### config.mk
export PLATFORM = sky130hd
export DESIGN_NAME = aia_src_cond
export DESIGN_NICKNAME = d
export VERILOG_FILES = /design/src/rtl/aia_src_cond_pkg.sv /design/src/rtl/aia_src_cond_if.sv /design/src/rtl/aia_src_filt.sv /design/src/rtl/aia_src_cond.sv
export SDC_FILE = /design/constraint.sdc
export NUM_CORES = 1
export LEC_CHECK = 0
export CORE_UTILIZATION = 48
export CTS_CLUSTER_SIZE = 25
export DETAILED_ROUTE_END_ITERATION = 16
export PLACE_DENSITY = 0.79
export SETUP_SLACK_MARGIN = 0.5
export SYNTH_ARGS = -nofsm -noshare
export SYNTH_HDL_FRONTEND = slang
export SYNTH_SLANG_ARGS = --single-unit
export TNS_END_PERCENT = 50
### constraint.sdc
create_clock -name i_clk -period 0.9 [get_ports i_clk]
set_input_delay 0.09 -clock i_clk [delete_from_list [all_inputs] [get_ports i_clk]]
set_output_delay 0.09 -clock i_clk [all_outputs]
set_load 0.005 [all_outputs]
### src/rtl/aia_src_cond_pkg.sv
// Shared constants and the per-source conditioning state type for the AIA
// wired-source conditioner.
package aia_src_pkg;

  localparam int NR_SOURCES_DEF  = 32;
  localparam int SYNC_STAGES_DEF = 2;
  localparam int FILT_CNT_W_DEF  = 4;

  typedef enum logic {
    STABLE   = 1'b0,
    COUNTING = 1'b1
  } src_state_e;

endpackage

### src/rtl/aia_src_cond_if.sv
// Bundle of wired-source request lines and their conditioned results. The
// top uses a one-bit instance per source to feed each aia_src_filt.
interface aia_src_cond_if
  import aia_src_pkg::*;
#(
  parameter int N  = NR_SOURCES_DEF,
  parameter int FW = FILT_CNT_W_DEF
);

  logic [N-1:0]  src_async;
  logic [FW-1:0] filt_thresh;
  logic [N-1:0]  irq_sources;
  logic [N-1:0]  src_changed;

  modport master (
    output src_async,
    output filt_thresh,
    input  irq_sources,
    input  src_changed
  );

  modport slave (
    input  src_async,
    input  filt_thresh,
    output irq_sources,
    output src_changed
  );

endinterface

### src/rtl/aia_src_filt.sv
// One wired source: synchronizer chain, then either a deglitch counter/FSM
// (AIA_SRC_DEGLITCH_EN defined) or a single output register.
module aia_src_filt
  import aia_src_pkg::*;
#(
  parameter int SyncStages = SYNC_STAGES_DEF,
  parameter int FiltCntW   = FILT_CNT_W_DEF
) (
  input logic           i_clk,
  input logic           ni_rst,
  aia_src_cond_if.slave bus
);

  logic [SyncStages-1:0] sync_p;
  logic                  s;
  logic                  irq_q, irq_d;
  logic                  chg_q, chg_d;

  always_ff @(posedge i_clk or negedge ni_rst) begin
    if (!ni_rst) begin
      sync_p <= '0;
    end else begin
      sync_p <= {sync_p[SyncStages-2:0], bus.src_async[0]};
    end
  end

  assign s = sync_p[SyncStages-1];

`ifdef AIA_SRC_DEGLITCH_EN
  src_state_e          state;
  logic [FiltCntW-1:0] cnt_q, cnt_d;

  // The FSM state is the mismatch between the synchronized level and the
  // committed output, so a new level starts counting on the very next edge.
  always_comb begin
    state = (s != irq_q) ? COUNTING : STABLE;
    cnt_d = '0;
    irq_d = irq_q;
    chg_d = 1'b0;
    unique case (state)
      STABLE: begin
        cnt_d = '0;
      end
      COUNTING: begin
        if (cnt_q >= bus.filt_thresh) begin
          irq_d = s;
          chg_d = 1'b1;
        end else begin
          cnt_d = cnt_q + FiltCntW'(1);
        end
      end
      default: begin
        cnt_d = '0;
      end
    endcase
  end

  always_ff @(posedge i_clk or negedge ni_rst) begin
    if (!ni_rst) begin
      cnt_q <= '0;
      irq_q <= 1'b0;
      chg_q <= 1'b0;
    end else begin
      cnt_q <= cnt_d;
      irq_q <= irq_d;
      chg_q <= chg_d;
    end
  end
`else
  logic unused_thresh;

  assign unused_thresh = ^bus.filt_thresh;

  always_comb begin
    irq_d = s;
    chg_d = s ^ irq_q;
  end

  always_ff @(posedge i_clk or negedge ni_rst) begin
    if (!ni_rst) begin
      irq_q <= 1'b0;
      chg_q <= 1'b0;
    end else begin
      irq_q <= irq_d;
      chg_q <= chg_d;
    end
  end
`endif

  assign bus.irq_sources[0] = irq_q;
  assign bus.src_changed[0] = chg_q;

endmodule

### src/rtl/aia_src_cond.sv
// Conditions NrSources raw interrupt wires for the APLIC. Deglitch filtering
// is present only when AIA_SRC_DEGLITCH_EN is defined.
module aia_src_cond
  import aia_src_pkg::*;
#(
  parameter int NrSources  = NR_SOURCES_DEF,
  parameter int SyncStages = SYNC_STAGES_DEF,
  parameter int FiltCntW   = FILT_CNT_W_DEF
) (
  input  logic                 i_clk,
  input  logic                 ni_rst,
  input  logic [NrSources-1:0] i_src_async,
  input  logic [FiltCntW-1:0]  i_filt_thresh,
  output logic [NrSources-1:0] o_irq_sources,
  output logic [NrSources-1:0] o_src_changed
);

  for (genvar g = 0; g < NrSources; g++) begin : g_src
    aia_src_cond_if #(.N(1), .FW(FiltCntW)) src_bus ();

    assign src_bus.src_async[0] = i_src_async[g];
    assign src_bus.filt_thresh  = i_filt_thresh;
    assign o_irq_sources[g]     = src_bus.irq_sources[0];
    assign o_src_changed[g]     = src_bus.src_changed[0];

    aia_src_filt #(
      .SyncStages(SyncStages),
      .FiltCntW  (FiltCntW)
    ) u_filt (
      .i_clk (i_clk),
      .ni_rst(ni_rst),
      .bus   (src_bus.slave)
    );
  end

endmodule

==> metrics.md, run 1 <==
| Metric | Value |
|---|---|
| Status | finished with violations |
| Failing checks | negative hold slack, negative setup slack |
| Fin worst setup slack | -0.212 ns |
| Area Growth Syn to Fin | 39.6% |
| Total global routing overflow | 0 |
| Worst Setup Start Kind | flop |
| Critical path's top delay family | flip-flops |
| Initial Util | 0.505 |
| Critical Path Sink Type | primary output |
| Worst path bufs/invs | 1 |
| Clock Skews | 0.00372 ns |
| TritonCTS clock tree | built |
| Critical path class | flop to primary output |
| Worst hold path type | primary input to async pin |
| Fin. max-slew vios | 0 |
| TNS Setup | -11.36 ns |
| Synth Cell Area | about 4000 µm² |
| Pre-antenna DRT Iters | 2 |
| Worst Path Arrival | about 1 ns |
| Seq cells post-synth | ~130 |
| Clock root cell | clkbuf_8 |
| Final GP Congestion | roughly 0.66 |
| Die H | about 93 µm |
| Post-detailed-placement half-perimeter wirelength | 3670 µm |
| CTS buffer count | 17 |
| VDD IR max | ~1.8 mV |
| Crit-path max FO | 2 |
| Insertion delay to the later sink of the worst-skew pair | 0.49 ns |
| Die X | between 90 and 100 µm |
| Crit path cell chain | buf_2 |
| Post-route cell area | ~5500 µm² |
| CTS Buffer Depth | 2 |
| Area of the die | roughly 8600 µm² |
| TritonCTS sink count | about 130 |
| Critical Path RT | 0.81 ns |
| Io pins | 102 |
| Synth warn | 0 |
| Nets@finish | roughly 370 |
| Detailed-route via count | between 1.5k and 2k |
| Number of fill cells | between 500 and 600 |
| Share of post-route cells with drive strength above 1 | 0.463 |
| Hold WS | -0.539 ns |
| Drt initial violations | between 40 and 50 |
| Initial antenna violation count | 0 |
| Core box area | ~8000 µm² |
| Met1 Usage GRT | 0.174 |
| Final setup violation count | 68 |
| Slowest cell on the critical path | dfrtp_1 |
| Crit. Startpoint | g_src[28].u_filt.bus.irq_sources |
| GRT Overall Usage | 0.148 |
| Max-cap violations | 0 |
| Final core utilization | 0.705 |
| Worst reg2reg startpoint | g_src[28].u_filt.bus.irq_sources |
| Max-slew headroom | 0.808 |
| Number of global-route vias before repair | roughly 2k |
| Multi-input logic area | ~330 µm² |
| Worst Tran Pin Value | ~0.29 ns |
| Fin crit period | 1.11 ns |
| Std cell rows | 32 |
| Leakage | approximately 2.7 nW |
| Mean Syn Cell Area | 17.7 µm² |
| Maximum clock rate | ~900 MHz |
| Gate Count Post-Synth | 224 |
| DP Area | slightly below 5000 µm² |
| GRT Max-Usage Layer | met2 |
| Met3 Use GR | 0.0632 |
| Sequential area share after synthesis | 0.808 |
| DRT antenna net count | 0 |
| N_diodes | 0 |
| Final Hold Fails | approximately 130 |
| DRC Markers | 0 |
| Wire per inst | around 13 µm |
| Global-route wire length before repair | around 9000 µm |
| Unique masters post-synth | 3 |
| Seq. cell area | approximately 3200 µm² |
| Unrepaired setup endpoints after global routing | yes |
| Reg clk slew, reported paths | roughly 0.060 ns |
| Post-Route WL | about 6000 µm |
| Period Utilization, post-route | 1.24 |
| CP peak stage delay | ~0.4 ns |
| Met2 usage in global routing | 0.242 |
| Vias per cell | about 4.1 |
| Pre-CTS WS | -0.0525 ns |
| PwrDens | roughly 2500 nW/µm² |
| # H-tree levels | 4 |
| IO buf count | 97 |
| Largest net degree at the start of global routing | 32 |
| Mapped Nets | 262 |
==> path summary, 6_finish.rpt <==
path	endpoint	slack, ns	depth (start not counted)
max in group asynchronous	g_src[10].u_filt.bus.src_changed	0.98	2
worst min register to register	g_src[24].u_filt.sync_p[1]	0.35	0
min in group i_clk	g_src[20].u_filt.sync_p[0]	0.03	1
worst min-delay path	g_src[21].u_filt.sync_p[0]	-0.54	1
worst max register to register	g_src[28].u_filt.bus.src_changed	-0.08	4
worst max-delay path	o_irq_sources[28]	-0.21	1
==> layout make-up <==
class	count	share of cell area
Clock inverter	12	0.0332
Tap cell	102	0.0231
Timing Repair Buffer	157	0.228
Multi-Input combinational cell	32	0.0588
Sequential cell	128	0.579
Clock buffer	19	0.0780
==> state kept, by name, indices dropped and copies added (netlist names) <==
name and cells:
g_src.u_filt.bus.irq_sources 32, g_src.u_filt.sync_p 64, g_src.u_filt.bus.src_changed 32
==> cells in the mapped netlist, drive strengths merged <==
cell type,instances,area (µm²)
buf,64,480
dfrtp,128,3200
xor2,32,280
==> layout by cell type, fill, tap and decap left out, drive strengths merged <==
cell           netlist  final
clkinv               0      4
clkdlybuf4s50        0     32
inv                  0      2
dfrtp              128    128
xor2                32     32
clkbuf               0     19
buf                 64    125
bufinv               0      4
clkinvlp             0      2
==> logic make-up after synthesis <==
kind of cell / share of synthesized area
flops: 0.808
buf+inv: 0.121
xor+xnor: 0.0707
==> worst reg2reg max path, delay by kind of cell (launching register included) <==
kind                      cells  cell delay, ns
DFF                           1            0.40
buffers and inverters         3            0.34
xor gates and xnor gates      1            0.13
==> stage by stage <==
step / instances / total power, mW
4_1_cts: 437 / 14.2
6_report: 450 / 14.1
3_5_place_dp: 395 / 7.36
2_1_floorplan: 224 / 6.82
3_3_place_gp: 395 / 7.31
5_1_grt: 450 / 14.7
==> per-layer routing <==
metal	routed length (µm)	vias to the layer above
li1	-	845
met1	2360	921
met2	3070	67
met3	347	9
met4	71	0
met5	0	-
==> power by group <==
group          internal [mW]  switching (mW)  total [mW]
logic                  0.556           0.342       0.898
registers               6.12           0.152        6.28
clock network           4.58            2.36        6.94
==> repair_timing <==
action,in CTS,in global routing
cloned,0,0
gates resized for setup,272,22
endpoints found under the setup margin,160,160
endpoints found under the hold margin,128,128
buffers inserted,11,13
(Power assumes the default switching activity.)
==> run 2, diff against run 1 <==
--- a/config.mk
+++ b/config.mk
@@ -5,6 +5,7 @@
 export SDC_FILE = /design/constraint.sdc
 export NUM_CORES = 1
 export LEC_CHECK = 0
+export CORE_ASPECT_RATIO = 1.5
 export CORE_UTILIZATION = 48
 export CTS_CLUSTER_SIZE = 25
 export DETAILED_ROUTE_END_ITERATION = 16
==> run 2 against run 1 <==
The flow still finishes with violations (negative hold slack, negative setup slack). Clock power decreased by 6.2%. Die area about the same. Setup slack improved by 0.092 ns. Global-route usage increased by 1.7 points. Largest cell class unchanged. Sequential cell count unchanged. Wire length increased by 6.5%. Via count increased by 0.27%. Combinational power about the same. Fmax increased by 9.0%. First-iteration DRC count decreased by 23%.
==> metrics.md, run 2 (synthesized netlist as in run 1, its figures left out) <==
| Metric | Value |
|---|---|
| Crit. Startpoint | g_src[19].u_filt.bus.irq_sources |
| Fin. max-slew vios | 0 |
| Total global routing overflow | 0 |
| CTS Buffer Depth | 2 |
| TritonCTS sink count | approximately 130 |
| CTS buffer count | 17 |
| Die H | around 110 µm |
| Die X | around 76 µm |
| Worst Tran Pin Value | ~0.25 ns |
| Critical Path RT | ~0.81 ns |
| Largest net degree at the start of global routing | 33 |
| Levels on crit path | 1 |
| Fin crit period | roughly 1.0 ns |
| Global-route wire length before repair | roughly 10000 µm |
| Worst reg2reg setup slack | -0.06 ns |
| Number of fill cells | roughly 580 |
| Share of post-route cells with drive strength above 1 | 0.452 |
| Failing checks | negative hold slack, negative setup slack |
| VDD IR max | ~1.9 mV |
| Critical path's top delay family | flip-flops |
| Final Hold Fails | 128 |
| Core box area | 8010 µm² |
| Worst Setup Start Kind | flop |
| Std cell rows | 40 |
| Critical path class | flop to primary output |
| Pre-antenna DRT Iters | 4 |
| Io pins | a little over 100 |
| Hold WS | -0.465 ns |
| Nets@finish | 371 |
| Initial Util | 0.495 |
| Area Growth Syn to Fin | 38.4% |
| DRC Markers | 0 |
| Reg2reg end | g_src[13].u_filt.bus.src_changed |
| Most common cell after layout, fill and taps aside | dfrtp_1 |
| Detailed-route via count | approximately 1.8k |
| Worst R2R Path Depth | 4 |
| Post-detailed-placement half-perimeter wirelength | between 3000 and 4000 µm |
| Crit-path max FO | 2 |
| Max-cap violations | 0 |
| Period Utilization, post-route | 1.13 |
| Unrepaired setup endpoints after global routing | yes |
| Commonest cells after routing, fill and taps aside | dfrtp_1 (128), buf_2 (64), buf_6 (35) |
| Max-slew headroom | 0.834 |
| DRT antenna net count | 0 |
| Status | finished with violations |
| Wire per inst | roughly 14 µm |
| PwrDens | 2500 nW/µm² |
| Critical Path Sink Type | primary output |
| GRT Overall Usage | 0.165 |
| Reg clk slew, reported paths | ~0.050 ns |
| Crit path cell chain | buf_2 |
| Placed cells | ~400 |
| Number of global-route vias before repair | 2051 |
| CP peak stage delay | between 0.3 and 0.4 ns |
| # H-tree levels | 4 |
| Critical Path Sink | o_irq_sources[19] |
| Final GP Congestion | 0.667 |
| TritonCTS clock tree | built |
| Final setup violation count | 66 |
| Slowest cell on the critical path | dfrtp_1 |
| Worst Path Arrival | around 0.93 ns |
| Area of the die | approximately 8600 µm² |
| Finished Layout Cells | 450 |
| Leakage | 2.64 nW |
| Worst hold path type | primary input to async pin |
| Largest reg by FF count | g_src.u_filt.sync_p |
| Initial antenna violation count | 0 |
| Fin worst setup slack | -0.120 ns |
| Worst path bufs/invs | 1 |
| Worst reg2reg startpoint | g_src[13].u_filt.bus.irq_sources |
| Maximum clock rate | between 900 and 1000 MHz |
| Clock Skews | approximately 0.0048 ns |
| Post-Route WL | approximately 6200 µm |
| IO buf count | 97 |
| Vias per cell | about 4 |
| N_diodes | 0 |
| Drt initial violations | 37 |
| Clock root cell | clkbuf_16 |
| Max reg flops | 64 |
| Insertion delay to the later sink of the worst-skew pair | roughly 0.4 ns |
-- run 2: cell count changes in the layout (fill, tap and decap cells not counted) --
cell	change
bufinv_16	-2
buf_4	-4
clkinv_2	+3
clkbuf_1	+3
clkbuf_8	+2
clkinv_4	-3
xor2_1	-1
buf_6	+1
xor2_2	+1
clkbuf_16	+1
inv_6	-2
clkinvlp_4	-2
-- run 2: repair_timing --
| action | in CTS | in global routing |
|---|---|---|
| endpoints found under the setup margin | 160 | 160 |
| resized for setup | 273 | 17 |
| buffers inserted | 16 | 4 |
| hold endpoints to repair | 128 | 128 |
-- run 2: worst min-delay path by stage --
stage / from / end / slack, ns / cells past startpoint
2_1_floorplan: ni_rst / g_src[0].u_filt.bus.irq_sources / -0.21 / 0
3_3_place_gp: ni_rst / g_src[7].u_filt.sync_p[0] / -0.04 / 1
3_5_place_dp: ni_rst / g_src[7].u_filt.sync_p[0] / -0.03 / 1
4_1_cts: ni_rst / g_src[12].u_filt.sync_p[0] / -0.48 / 1
5_1_grt: ni_rst / g_src[7].u_filt.sync_p[1] / -0.47 / 1
6_report: ni_rst / g_src[7].u_filt.bus.irq_sources / -0.46 / 1
-- run 2: layer usage --
metal,global-route usage,part of all wire
met5,0,0
met2,0.282,0.56
met3,0.0782,0.065
met1,0.158,0.34
met4,0.108,0.028
-- run 2: layout make-up --
cell class	count	area (µm²)	share of cell area
well taps	105	131	0.0239
multi-input cells	32	333	0.0606
clock inverters	6	80.1	0.0146
clock buffers	25	495	0.0903
flip-flops and latches	128	3200	0.584
repair buffers	154	1240	0.227
-- run 2: stage by stage --
stage	TNS, ns	cell area, µm²	setup slack (ns)	utilization	total power, mW
after floorplan	0	4020	0.268	-	6.82
after global placement	-0.489	4900	-0.0347	0.612	7.31
after detailed placement	-0.803	4900	-0.0527	0.612	7.36
after CTS	-6.98	5390	-0.136	0.673	13.8
after global routing	-8.34	5490	-0.163	0.685	14.2
final	-5.60	5490	-0.120	0.685	13.7
-- run 2: power breakdown --
| group | internal, mW | switching [mW] | total (mW) | leakage [nW] |
|---|---|---|---|---|
| registers | 6.13 | 0.156 | 6.29 | 1.49 |
| clock network | 4.33 | 2.18 | 6.51 | 0.287 |
| logic | 0.551 | 0.347 | 0.898 | 0.859 |
| total | 11.0 | 2.69 | 13.7 | 2.64 |
